**src/rtl/demux_param_hs_if.sv**
```systemverilog
// demux_param_hs_if: bundles the producer stream and the N consumer lanes
// of demux_param_hs into one port. The slave modport is the demux itself;
// the master modport is whatever drives the producer side and consumes the
// lanes (a testbench, or glue logic that splits the lanes out again).
interface demux_param_hs_if #(
    parameter int WIDTH = 8,
    parameter int N     = 4
);
    localparam int SELW = (N > 1) ? $clog2(N) : 1;

    // Producer side
    logic [WIDTH-1:0]   in_data;
    logic [SELW-1:0]    in_sel;
    logic               in_valid;
    logic               in_ready;

    // Consumer lanes, lane k at bits [k*WIDTH +: WIDTH]
    logic [N*WIDTH-1:0] out_data;
    logic [N-1:0]       out_valid;
    logic [N-1:0]       out_ready;

    // Bad-select reporting
    logic               err_sel;
    logic [7:0]         err_cnt;

    modport master (
        output in_data,
        output in_sel,
        output in_valid,
        input  in_ready,
        input  out_data,
        input  out_valid,
        output out_ready,
        input  err_sel,
        input  err_cnt
    );

    modport slave (
        input  in_data,
        input  in_sel,
        input  in_valid,
        output in_ready,
        output out_data,
        output out_valid,
        input  out_ready,
        output err_sel,
        output err_cnt
    );
endinterface

```
**src/rtl/demux_param_hs.sv**
```systemverilog
// demux_param_hs: 1-to-N demultiplexer with a single-entry holding register
// per output lane and valid/ready flow control on both sides.
//
// A word on the producer side is steered by in_sel into lane in_sel. Each
// lane is a two-state EMPTY/FULL stage; a full lane that is being drained
// can be reloaded in the same cycle, so back-to-back words to one lane flow
// without a bubble. A stalled lane only blocks words addressed to it.
//
// Words whose select is out of range (only possible when N is not a power
// of two) are always accepted and dropped, and err_sel pulses for the
// following cycle so the producer is never stalled by a bad select.
//
// Optional feature, macro DEMUX_ERRCNT_EN:
//   defined   - err_cnt is a saturating 8-bit count of dropped words,
//               cleared only by rst_n.
//   undefined - no counter is built and err_cnt is tied to zero.
module demux_param_hs #(
    parameter int WIDTH = 8,
    parameter int N     = 4
) (
    input  logic                clk,
    input  logic                rst_n,
    demux_param_hs_if.slave     bus
);

    localparam int SELW = (N > 1) ? $clog2(N) : 1;

    typedef enum logic {
        EMPTY = 1'b0,
        FULL  = 1'b1
    } laneState_t;

    laneState_t         r_state     [N];
    laneState_t         w_nextState [N];
    logic [N*WIDTH-1:0] r_data;
    logic               r_errSel;

    logic [31:0]        w_selIdx;
    logic               w_selOk;
    logic               w_laneFree;
    logic               w_inReady;
    logic               w_accept;
    logic               w_badAccept;
    logic [N-1:0]       w_load;
    logic [N-1:0]       w_drain;
    logic [N-1:0]       w_full;

    // Decode the select and decide whether the addressed lane can take a word:
    // it must be empty or emptying this cycle. Out-of-range selects are
    // always ready so the bad word is swallowed instead of stalling.
    always_comb begin
        w_selIdx   = 32'(bus.in_sel);
        w_selOk    = (w_selIdx < 32'(N));
        w_laneFree = 1'b1;
        for (int k = 0; k < N; k++) begin
            if (w_selIdx == 32'(k)) begin
                w_laneFree = (r_state[k] == EMPTY) || bus.out_ready[k];
            end
        end
        w_inReady   = w_laneFree;
        w_accept    = bus.in_valid && w_inReady;
        w_badAccept = w_accept && !w_selOk;
    end

    // Per-lane load and drain strobes derived from the handshakes.
    always_comb begin
        w_load  = '0;
        w_drain = '0;
        w_full  = '0;
        for (int k = 0; k < N; k++) begin
            w_full[k]  = (r_state[k] == FULL);
            w_drain[k] = w_full[k] && bus.out_ready[k];
            w_load[k]  = w_accept && w_selOk && (w_selIdx == 32'(k));
        end
    end

    // Lane FSM next state: a load always leaves the lane full (covering the
    // drain-and-reload case), a drain without a load empties it.
    always_comb begin
        for (int k = 0; k < N; k++) begin
            w_nextState[k] = r_state[k];
            case (r_state[k])
                EMPTY: begin
                    if (w_load[k]) begin
                        w_nextState[k] = FULL;
                    end
                end
                FULL: begin
                    if (w_load[k]) begin
                        w_nextState[k] = FULL;
                    end else if (w_drain[k]) begin
                        w_nextState[k] = EMPTY;
                    end
                end
                default: w_nextState[k] = EMPTY;
            endcase
        end
    end

    // Lane FSM state register; reset empties every lane at once.
    always_ff @(posedge clk or negedge rst_n) begin
        if (!rst_n) begin
            for (int k = 0; k < N; k++) begin
                r_state[k] <= EMPTY;
            end
        end else begin
            for (int k = 0; k < N; k++) begin
                r_state[k] <= w_nextState[k];
            end
        end
    end

    // Lane holding registers: written only on a load, left untouched on a
    // drain so the last word stays visible after the lane empties.
    always_ff @(posedge clk or negedge rst_n) begin
        if (!rst_n) begin
            r_data <= '0;
        end else begin
            for (int k = 0; k < N; k++) begin
                if (w_load[k]) begin
                    r_data[k*WIDTH +: WIDTH] <= bus.in_data;
                end
            end
        end
    end

    // One-cycle error pulse following every dropped bad-select word.
    always_ff @(posedge clk or negedge rst_n) begin
        if (!rst_n) begin
            r_errSel <= 1'b0;
        end else begin
            r_errSel <= w_badAccept;
        end
    end

`ifdef DEMUX_ERRCNT_EN
    logic [7:0] r_errCnt;

    // Saturating count of dropped words; sticks at 255 until reset.
    always_ff @(posedge clk or negedge rst_n) begin
        if (!rst_n) begin
            r_errCnt <= 8'd0;
        end else if (w_badAccept && (r_errCnt != 8'hFF)) begin
            r_errCnt <= r_errCnt + 8'd1;
        end
    end

    assign bus.err_cnt = r_errCnt;
`else
    assign bus.err_cnt = 8'd0;
`endif

    assign bus.in_ready  = w_inReady;
    assign bus.out_valid = w_full;
    assign bus.out_data  = r_data;
    assign bus.err_sel   = r_errSel;

endmodule

```
**src/flat_wrapper.sv**
```systemverilog
// flat-port wrapper written by rule: the top's interface ports become plain ports
module demux_param_hs_flat 
#(
    parameter int WIDTH = 8,
    parameter int N     = 4
)
  (clk, rst_n, bus_in_data, bus_in_sel, bus_in_valid, bus_in_ready, bus_out_data, bus_out_valid, bus_out_ready, bus_err_sel, bus_err_cnt);
  demux_param_hs_if #(.WIDTH(WIDTH), .N(N)) bus_i ();
  input  logic clk;
  input  logic rst_n;
  input wire logic [$bits(bus_i.in_data)-1:0] bus_in_data;
  input wire logic [$bits(bus_i.in_sel)-1:0] bus_in_sel;
  input wire logic [$bits(bus_i.in_valid)-1:0] bus_in_valid;
  output wire logic [$bits(bus_i.in_ready)-1:0] bus_in_ready;
  output wire logic [$bits(bus_i.out_data)-1:0] bus_out_data;
  output wire logic [$bits(bus_i.out_valid)-1:0] bus_out_valid;
  input wire logic [$bits(bus_i.out_ready)-1:0] bus_out_ready;
  output wire logic [$bits(bus_i.err_sel)-1:0] bus_err_sel;
  output wire logic [$bits(bus_i.err_cnt)-1:0] bus_err_cnt;
  assign bus_i.in_data = bus_in_data;
  assign bus_i.in_sel = bus_in_sel;
  assign bus_i.in_valid = bus_in_valid;
  assign bus_in_ready = bus_i.in_ready;
  assign bus_out_data = bus_i.out_data;
  assign bus_out_valid = bus_i.out_valid;
  assign bus_i.out_ready = bus_out_ready;
  assign bus_err_sel = bus_i.err_sel;
  assign bus_err_cnt = bus_i.err_cnt;
  demux_param_hs #(.WIDTH(WIDTH), .N(N)) u_core (.clk(clk), .rst_n(rst_n), .bus(bus_i));
endmodule
```
**config.mk**
```make
export PLATFORM = sky130hd
export DESIGN_NAME = demux_param_hs_flat
export DESIGN_NICKNAME = d
export VERILOG_FILES = /design/src/rtl/demux_param_hs_if.sv /design/src/rtl/demux_param_hs.sv /design/src/flat_wrapper.sv
export SDC_FILE = /design/constraint.sdc
export NUM_CORES = 1
export LEC_CHECK = 0
export ABC_AREA = 1
export CAP_MARGIN = 20
export CORE_MARGIN = 5
export CORE_UTILIZATION = 50
export CTS_BUF_LIST = sky130_fd_sc_hd__clkbuf_4 sky130_fd_sc_hd__clkbuf_8
export DETAILED_ROUTE_END_ITERATION = 12
export GPL_ROUTABILITY_DRIVEN = 0
export MAX_ROUTING_LAYER = met4
export PLACE_DENSITY = 0.87
export SLEW_MARGIN = 5
export SYNTH_ARGS = -nofsm -noshare
export SYNTH_HDL_FRONTEND = slang
export SYNTH_SLANG_ARGS = --single-unit
```
**constraint.sdc**
```tcl
create_clock -name clk -period 2.5 [get_ports clk]
set_input_delay 0.25 -clock clk [delete_from_list [all_inputs] [get_ports clk]]
set_output_delay 0.25 -clock clk [all_outputs]
set_load 0.01 [all_outputs]
```
* Word-level counts from Yosys, hierarchy flattened
Cells that the tools add are included.
Storage, ports and cells: register bits after elaboration 36, bits in latches 0, RAM bits 0, memory bits (read-only) 0, output and inout bits 46, logic and storage cells 50, memories 0
Operators by class: add/subtract/negate cells 0, multipliers 0, div/mod/pow operators 0, magnitude comparators 0, equal/unequal tests 3, shifts and indexed selects 0, muxes and demuxes 20, bitwise logic cells 4, reduce and logical (&&, ||, !) cells 15
Operator list (count):
- logical NOT 32 bit | 1
- two-way mux 1 bit | 16
- logical AND 1 bit | 9
- case mux 1 bit (2 select lines) | 4
- equality test 2 bit (second input constant) | 2
- logical OR 1 bit | 4
- NOT 1 bit | 4
- equality test 2 x 1 -> 1 bit (second input constant) | 1
- logical NOT 2 bit | 1

* Depth between registers and ports, before layout
Gate-level depths: netlist of run 1.
word-level depth 10, mapped depth 9, gate-level depth less buffers 8

* Least setup slack after synthesis of run 1
OpenSTA, ideal clock, no wires.
kind input port to output port, start point input port bus_in_sel[0], end point output port bus_in_ready, arrival time 965 ps, setup slack 1285 ps, cell stages on the path 7, cells stage by stage buf_6 > inv_8 > nor2_8 > nand2_2 > nand3_4 > nor2_8 > buf_6
On the way: cells in the longest elaborated chain, start to end 5, elaborated cells on any way between the ends 8, classes of those cells eq/ne: 3; mux: 4; reduce/logical: 1
RTL lines:
- start: declaration | line flat_wrapper.sv:12 | input wire logic [$bits(bus_i.in_sel)-1:0] bus_in_sel;
- logical NOT 2 bit | line demux_param_hs.sv:56 | if (w_selIdx == 32'(k)) begin
- two-way mux 1 bit (3 in a row) | line demux_param_hs.sv:56
- two-way mux 1 bit * | line demux_param_hs.sv:56
- end: declaration | line flat_wrapper.sv:14 | output wire logic [$bits(bus_i.in_ready)-1:0] bus_in_ready;
Every way passes the cells marked *; elsewhere a longest branch is shown, timed or not.

* Final worst setup path of run 1
start point input port bus_in_sel[1], end point output port bus_in_ready
The elaborated chain is that of the path after synthesis.

==> results of run 1 <==
## sequential cells by signal (all words and copies together) (netlist names)
register	count
u_core.bus.out_data	32
u_core.bus.out_valid	4
## power by group through the flow
stage          registers, mW  clock network, mW  logic, mW
6_report               0.763              0.389      0.557
5_1_grt                0.779              0.428      0.602
4_1_cts                0.763              0.397      0.564
3_5_place_dp           0.773                  0      0.559
3_3_place_gp           0.772                  0      0.549
2_1_floorplan          0.825                  0      0.193
## how the worst max path moves through the flow
| stage | to | slack (ns) | from |
|---|---|---|---|
| after floorplan | bus_in_ready | 1.28 | bus_in_sel[0] |
| after global placement | bus_in_ready | 0.16 | bus_in_sel[0] |
| after detailed placement | bus_in_ready | 0.13 | bus_in_sel[0] |
| after CTS | bus_in_ready | 0.12 | bus_in_sel[1] |
| after global routing | bus_in_ready | 0.05 | bus_in_sel[1] |
| final | bus_in_ready | 0.12 | bus_in_sel[1] |
## metrics by stage
stage / util / setup slack, ns / cells
6_report: 0.6846 / 0.1198 / 294
5_1_grt: 0.6846 / 0.04856 / 294
4_1_cts: 0.6846 / 0.1197 / 294
3_5_place_dp: 0.6620 / 0.1255 / 287
3_3_place_gp: 0.6620 / 0.1641 / 287
2_1_floorplan: - / 1.285 / 198
## synthesized netlist by cell type
master    count  share of area
nand3b_1      1         0.0041
nand4_1      32           0.11
inv_8         2          0.012
nand2_1      67           0.14
nand2_4       1         0.0061
buf_2         3         0.0081
nand2_2       4          0.014
clkbuf_4      1         0.0041
nand4_2       1         0.0068
nor2_4        1         0.0061
buf_6         5          0.031
nand3_4       1         0.0095
buf_4         9          0.037
nand3_1       1         0.0027
nor2_8        5          0.054
nand4_4       3          0.035
inv_1         7          0.014
conb_1        1         0.0020
o21ai_0       3         0.0081
inv_2         1         0.0020
nor2_1        5          0.010
dfrtp_1      36           0.49
## final cells by class
type | instances | area share
Timing Repair Buffer | 59 | 0.2433
Inverter | 10 | 0.02129
Clock buffer | 6 | 0.03092
Multi-Input combinational cell | 134 | 0.3132
Tap cell | 48 | 0.02433
Clock inverter | 1 | 0.002027
Sequential cell | 36 | 0.3649
## worst register-to-register path: cells and delay by family (launching register included)
| kind | cells | cell delay [ns] |
|---|---|---|
| AND/OR/NAND/NOR | 6 | 0.86 |
| flip-flops | 1 | 0.40 |
| buffers and inverters | 1 | 0.07 |
## logic make-up (layout without fill, tap and decap cells)
kind of cell | after synthesis | count (layout) | synth area share
and+or+nand+nor | 122 | 122 | 0.3931
buffers and inverters | 28 | 76 | 0.1079
DFF | 36 | 36 | 0.4888
other | 1 | 9 | 0.002035
AOI/OAI and AO/OA | 3 | 3 | 0.008144
## layout by cell type, fill, tap and decap left out
cell	synthesis	layout
nand2_1	67	67
clkdlybuf4s50_1	0	53
dfrtp_1	36	36
nand4_1	32	32
conb_1	1	9
inv_1	7	7
nor2_1	5	5
nor2_8	5	5
clkbuf_8	0	5
nand2_2	4	4
buf_4	9	4
nand4_4	3	3
o21ai_0	3	3
inv_8	2	2
buf_12	0	2
nor2_4	1	1
nand2_4	1	1
nand3_4	1	1
inv_2	1	1
nand4_2	1	1
nand3b_1	1	1
nand3_1	1	1
clkinv_2	0	1
clkbuf_4	1	1
## routing by layer
metal	up-vias	part of all wire	track usage
met5	-	0	-
met3	7	0.076	0.06818
met1	715	0.41	0.2336
met4	0	0.012	0.05428
li1	727	-	-
met2	63	0.50	0.3018
==> results.py, run 1 <==
metrics = {
    "clock_tree": {
        "post_cts_resized": 0,
        "cts_tree": "done",
        "cts-root-buf": "clkbuf_8",
        "htreeDepth": 2,
        "cts_setup_buffers": 0,
        "path_clk_slew_ns": 0.07,
        "cts.sinks": 36,
        "holdBufCountCts": 0,
        "numCtsBuffers": 5,
        "cts.path.max_buffers": 2,
        "worstSkewPairLatency_ns": 0.28,
    },
    "detailed_routing": {
        "drtPass1Iterations": 4,
        "wl_mm": 4.339,
        "vias": 1512,
        "drt_iter0_drc": 86,
        "avgRoutedWirePerCell_microns": 14.76,
        "via_per_inst": 5.143,
        "drc": 0,
        "postRouteAntennaNets": 0,
    },
    "power": {
        "power_frac_comb": 0.326,
        "ir_drop_mv": 0.4977,
        "power_frac_seq": 0.447,
        "total_leakage_power_nw": 1.211,
        "p_int_mw": 1.194,
        "powerDensity_nw_per_um2": 692.2,
        "power_switching_mw": 0.5145,
        "total_power_mw": 1.709,
        "sw_frac_of_total": 0.3011,
        "p_clk_frac": 0.228,
    },
    "setup_path": {
        "ff2ff_path_depth": 7,
        "cp_num_buf_inv": 3,
        "rr_endpoint": "u_core.bus.out_data[19]",
        "critical_path_class": "primary input to output port",
        "crit_path_end_kind": "output port",
        "crit_arrival_ns": 2.13,
        "cp.required_ns": 2.25,
        "worst-path-stages": 7,
        "crit_path_max_incr_delay_ns": 0.62,
        "r2r_start": "u_core.bus.out_valid[1]",
        "crit_family": "buffers and inverters",
        "path_cells": "clkdlybuf4s50_1 -> buf_12 -> nor2_8 -> nand2_2 -> nand3_4 -> nor2_8 -> clkdlybuf4s50_1",
        "crit_fanout": 33,
        "cpMaxStageDelayCell": "clkdlybuf4s50_1",
        "ff2ff_setup_slack_ns": 1.09,
        "startpoint_type": "primary input",
    },
    "sta": {
        "skew_ns": 0.005188,
        "fin_crit_sh": 0.9521,
        "min_period_ns": 2.380,
        "clock.fmax_mhz": 420.1,
        "finalSetupViolations": 0,
        "holdWs_ns": 0.3970,
        "finalHoldViolations": 0,
        "grt_setup_unrepaired": "no",
        "slew_viol_final": 0,
        "fin_tns_setup_ns": 0,
    },
    "floorplanning": {
        "coreArea_sq_um": 3606,
        "dieArea_sq_um": 5000,
        "io_pins": 63,
        "dieHeight_microns": 70.71,
        "fp.dieW_microns": 70.71,
        "initial_core_util": 0.5111,
        "num_rows": 22,
    },
    "flow_run": {
        "maxCapViolCount": 0,
    },
    "layout": {
        "multi_input_area_sq_um": 773.2,
        "n_antenna_cell": 0,
        "nets": 263,
        "register_area_sq_um": 900.9,
        "area_growth_pct": 33.94,
        "design_area_sq_um": 2469,
        "drive_above_1_share": 0.1301,
        "fillers": 294,
    },
    "synth": {
        "yosys_warnings": 0,
        "synthDistinctLibCells": 22,
        "synth_seq_cells": 36,
        "syn_avg_cell_area_sq_um": 9.700,
        "yosysSeqAreaShare": 0.4888,
        "netlist_area_sq_um": 1843,
        "synthCells": 190,
    },
    "global_routing": {
        "grt-ovfl-total": 0,
        "grt_pass1_wl_mm": 7.348,
        "antenna_found_initial": 0,
        "grt_max_degree": 37,
        "grt_pass1_vias": 1510,
        "globalRouteTotalUtil": 0.1918,
    },
    "placed_design": {
        "placed_cell_area_sq_um": 2387,
        "numPortBuffers": 53,
        "place.detailed.hpwl_mm": 3.224,
    },
    "outcome": {
        "status": "finished, final reports clean",
    },
    "hold_path": {
        "hold_class": "primary input to async pin",
    },
}
(Power assumes the default switching activity.)
==> run 2, diff against run 1 <==
Settings changed: CELL_PAD_IN_SITES_DETAIL_PLACEMENT set to 0, CELL_PAD_IN_SITES_GLOBAL_PLACEMENT set to 1, CORE_UTILIZATION 50 to 37, PLACE_DENSITY 0.87 to unset, PLACE_DENSITY_LB_ADDON set to 0.1.
==> results.py, run 2 (synthesized netlist as in run 1, its figures left out) <==
metrics = {
    "outcome": {
        "status": "finished, final reports clean",
    },
    "sta": {
        "finalSetupViolations": 0,
        "fin_tns_setup_ns": 0,
        "finalHoldViolations": 0,
        "fin_crit_sh": 0.8592,
        "grt_setup_unrepaired": "no",
        "clock.fmax_mhz": 465.6,
        "slew_viol_final": 0,
        "min_period_ns": 2.148,
        "skew_ns": 0.007160,
    },
    "detailed_routing": {
        "via_per_inst": 4.653,
        "met2WireLength_mm": 2.192,
        "drc": 0,
        "dr_wl_met3_microns": 246,
        "drt-met1-wl_mm": 2.156,
        "drt_iter0_drc": 91,
        "wl_mm": 4.647,
        "vias": 1461,
        "avgRoutedWirePerCell_microns": 14.80,
        "drtPass1Iterations": 4,
        "postRouteAntennaNets": 0,
        "highest_layer": "met4",
    },
    "floorplanning": {
        "io_pins": 63,
        "dieHeight_microns": 80.58,
        "initial_core_util": 0.3851,
        "fp.dieW_microns": 80.58,
        "num_rows": 25,
        "dieArea_sq_um": 6492,
        "coreArea_sq_um": 4786,
    },
    "layout": {
        "area_growth_pct": 34.76,
        "postLayoutCoreUtil": 0.5190,
        "nets": 263,
        "most-common-layout-cells": "67 x nand2_1, 53 x clkdlybuf4s50_1, 36 x dfrtp_1, 32 x nand4_1, 9 x conb_1",
        "n_antenna_cell": 0,
        "layout_commonest_cell": "nand2_1",
        "largest_register_ffs": 32,
        "drive_above_1_share": 0.1336,
    },
    "setup_path": {
        "crit_start": "bus_in_sel[0]",
        "r2r_start": "u_core.bus.out_valid[1]",
        "rr_endpoint": "u_core.bus.out_data[2]",
        "cp.required_ns": 2.25,
        "crit_arrival_ns": 1.90,
        "crit_fanout": 9,
        "crit_path_end_kind": "output port",
        "ff2ff_path_depth": 8,
        "ff2ff_setup_slack_ns": 1.08,
        "critical_path_class": "primary input to output port",
        "startpoint_type": "primary input",
        "endpoint": "bus_in_ready",
    },
    "global_routing": {
        "globalRouteTotalUtil": 0.1602,
        "grt-ovfl-total": 0,
        "grt_pass1_wl_mm": 7.728,
        "grt_pass1_vias": 1592,
        "antenna_found_initial": 0,
        "grt_max_degree": 37,
    },
    "clock_tree": {
        "cts_tree": "done",
        "holdBufCountCts": 0,
        "post_cts_resized": 0,
        "path_clk_slew_ns": 0.08,
        "htreeDepth": 2,
        "cts.path.max_buffers": 2,
        "cts-root-buf": "clkbuf_8",
        "worstSkewPairLatency_ns": 0.29,
        "cts.sinks": 36,
        "cts_setup_buffers": 0,
        "numCtsBuffers": 5,
    },
    "flow_run": {
        "maxCapViolCount": 0,
    },
    "placed_design": {
        "numPortBuffers": 53,
        "place.detailed.hpwl_mm": 3.553,
    },
    "power": {
        "total_leakage_power_nw": 1.200,
        "ir_drop_mv": 0.3362,
        "powerDensity_nw_per_um2": 707.1,
    },
    "hold_path": {
        "hold_class": "primary input to async pin",
    },
}
-- run 2: cell count changes in the layout (fill, tap and decap cells not counted) --
cell and change:
buf_12 -2, buf_4 +2, clkinvlp_4 +2, clkbuf_4 -1, clkbuf_8 +1, clkinv_2 -1
-- run 2: critical path, cell delays in order --
cell	delay (ns)
clkdlybuf4s50_1	0.46
buf_4	0.25
inv_8	0.07
nor2_8	0.15
nand2_2	0.10
nand3_4	0.11
nor2_8	0.04
clkdlybuf4s50_1	0.48
-- run 2: final cells by class --
class                           instances  area (sq um)
Sequential cell                        36         900.9
Clock inverter                          2         15.01
Timing Repair Buffer                   59         575.6
Multi-Input combinational cell        134         773.2
Tap cell                               67         83.83
Fill cell                             434          2302
Inverter                               10         52.55
Clock buffer                            6         82.58
-- run 2: metal layers --
metal,global-route usage,up-vias
li1,-,725
met1,0.2124,685
met2,0.2417,44
met3,0.03924,7
met4,0.05068,0
met5,-,-
-- run 2: how the worst min path moves through the flow --
stage / endpoint / slack (ns)
2_1_floorplan: u_core.bus.out_data[0] / -0.05
3_3_place_gp: u_core.bus.out_data[31] / 0.46
3_5_place_dp: u_core.bus.out_data[28] / 0.46
4_1_cts: u_core.bus.out_data[12] / 0.39
5_1_grt: u_core.bus.out_data[12] / 0.42
6_report: u_core.bus.out_data[12] / 0.37
-- run 2: where the power goes --
group / total, mW / switching, mW / internal [mW]
clock network: 0.439 / 0.216 / 0.223
logic: 0.550 / 0.259 / 0.291
registers: 0.767 / 0.0690 / 0.698
total: 1.76 / 0.544 / 1.21
-- run 2: stage by stage --
stage                     cells  power, mW  hold WS (ns)  setup slack (ns)  cell area [sq um]
after detailed placement    306      1.333        0.4624            0.3643               2386
after floorplan             198      1.017      -0.04559             1.285               1873
final                       314      1.756        0.3713            0.3520               2484
after global routing        314      1.861        0.4192            0.2676               2484
after CTS                   314      1.783        0.3904            0.3497               2484
after global placement      306      1.323        0.4630            0.3804               2386
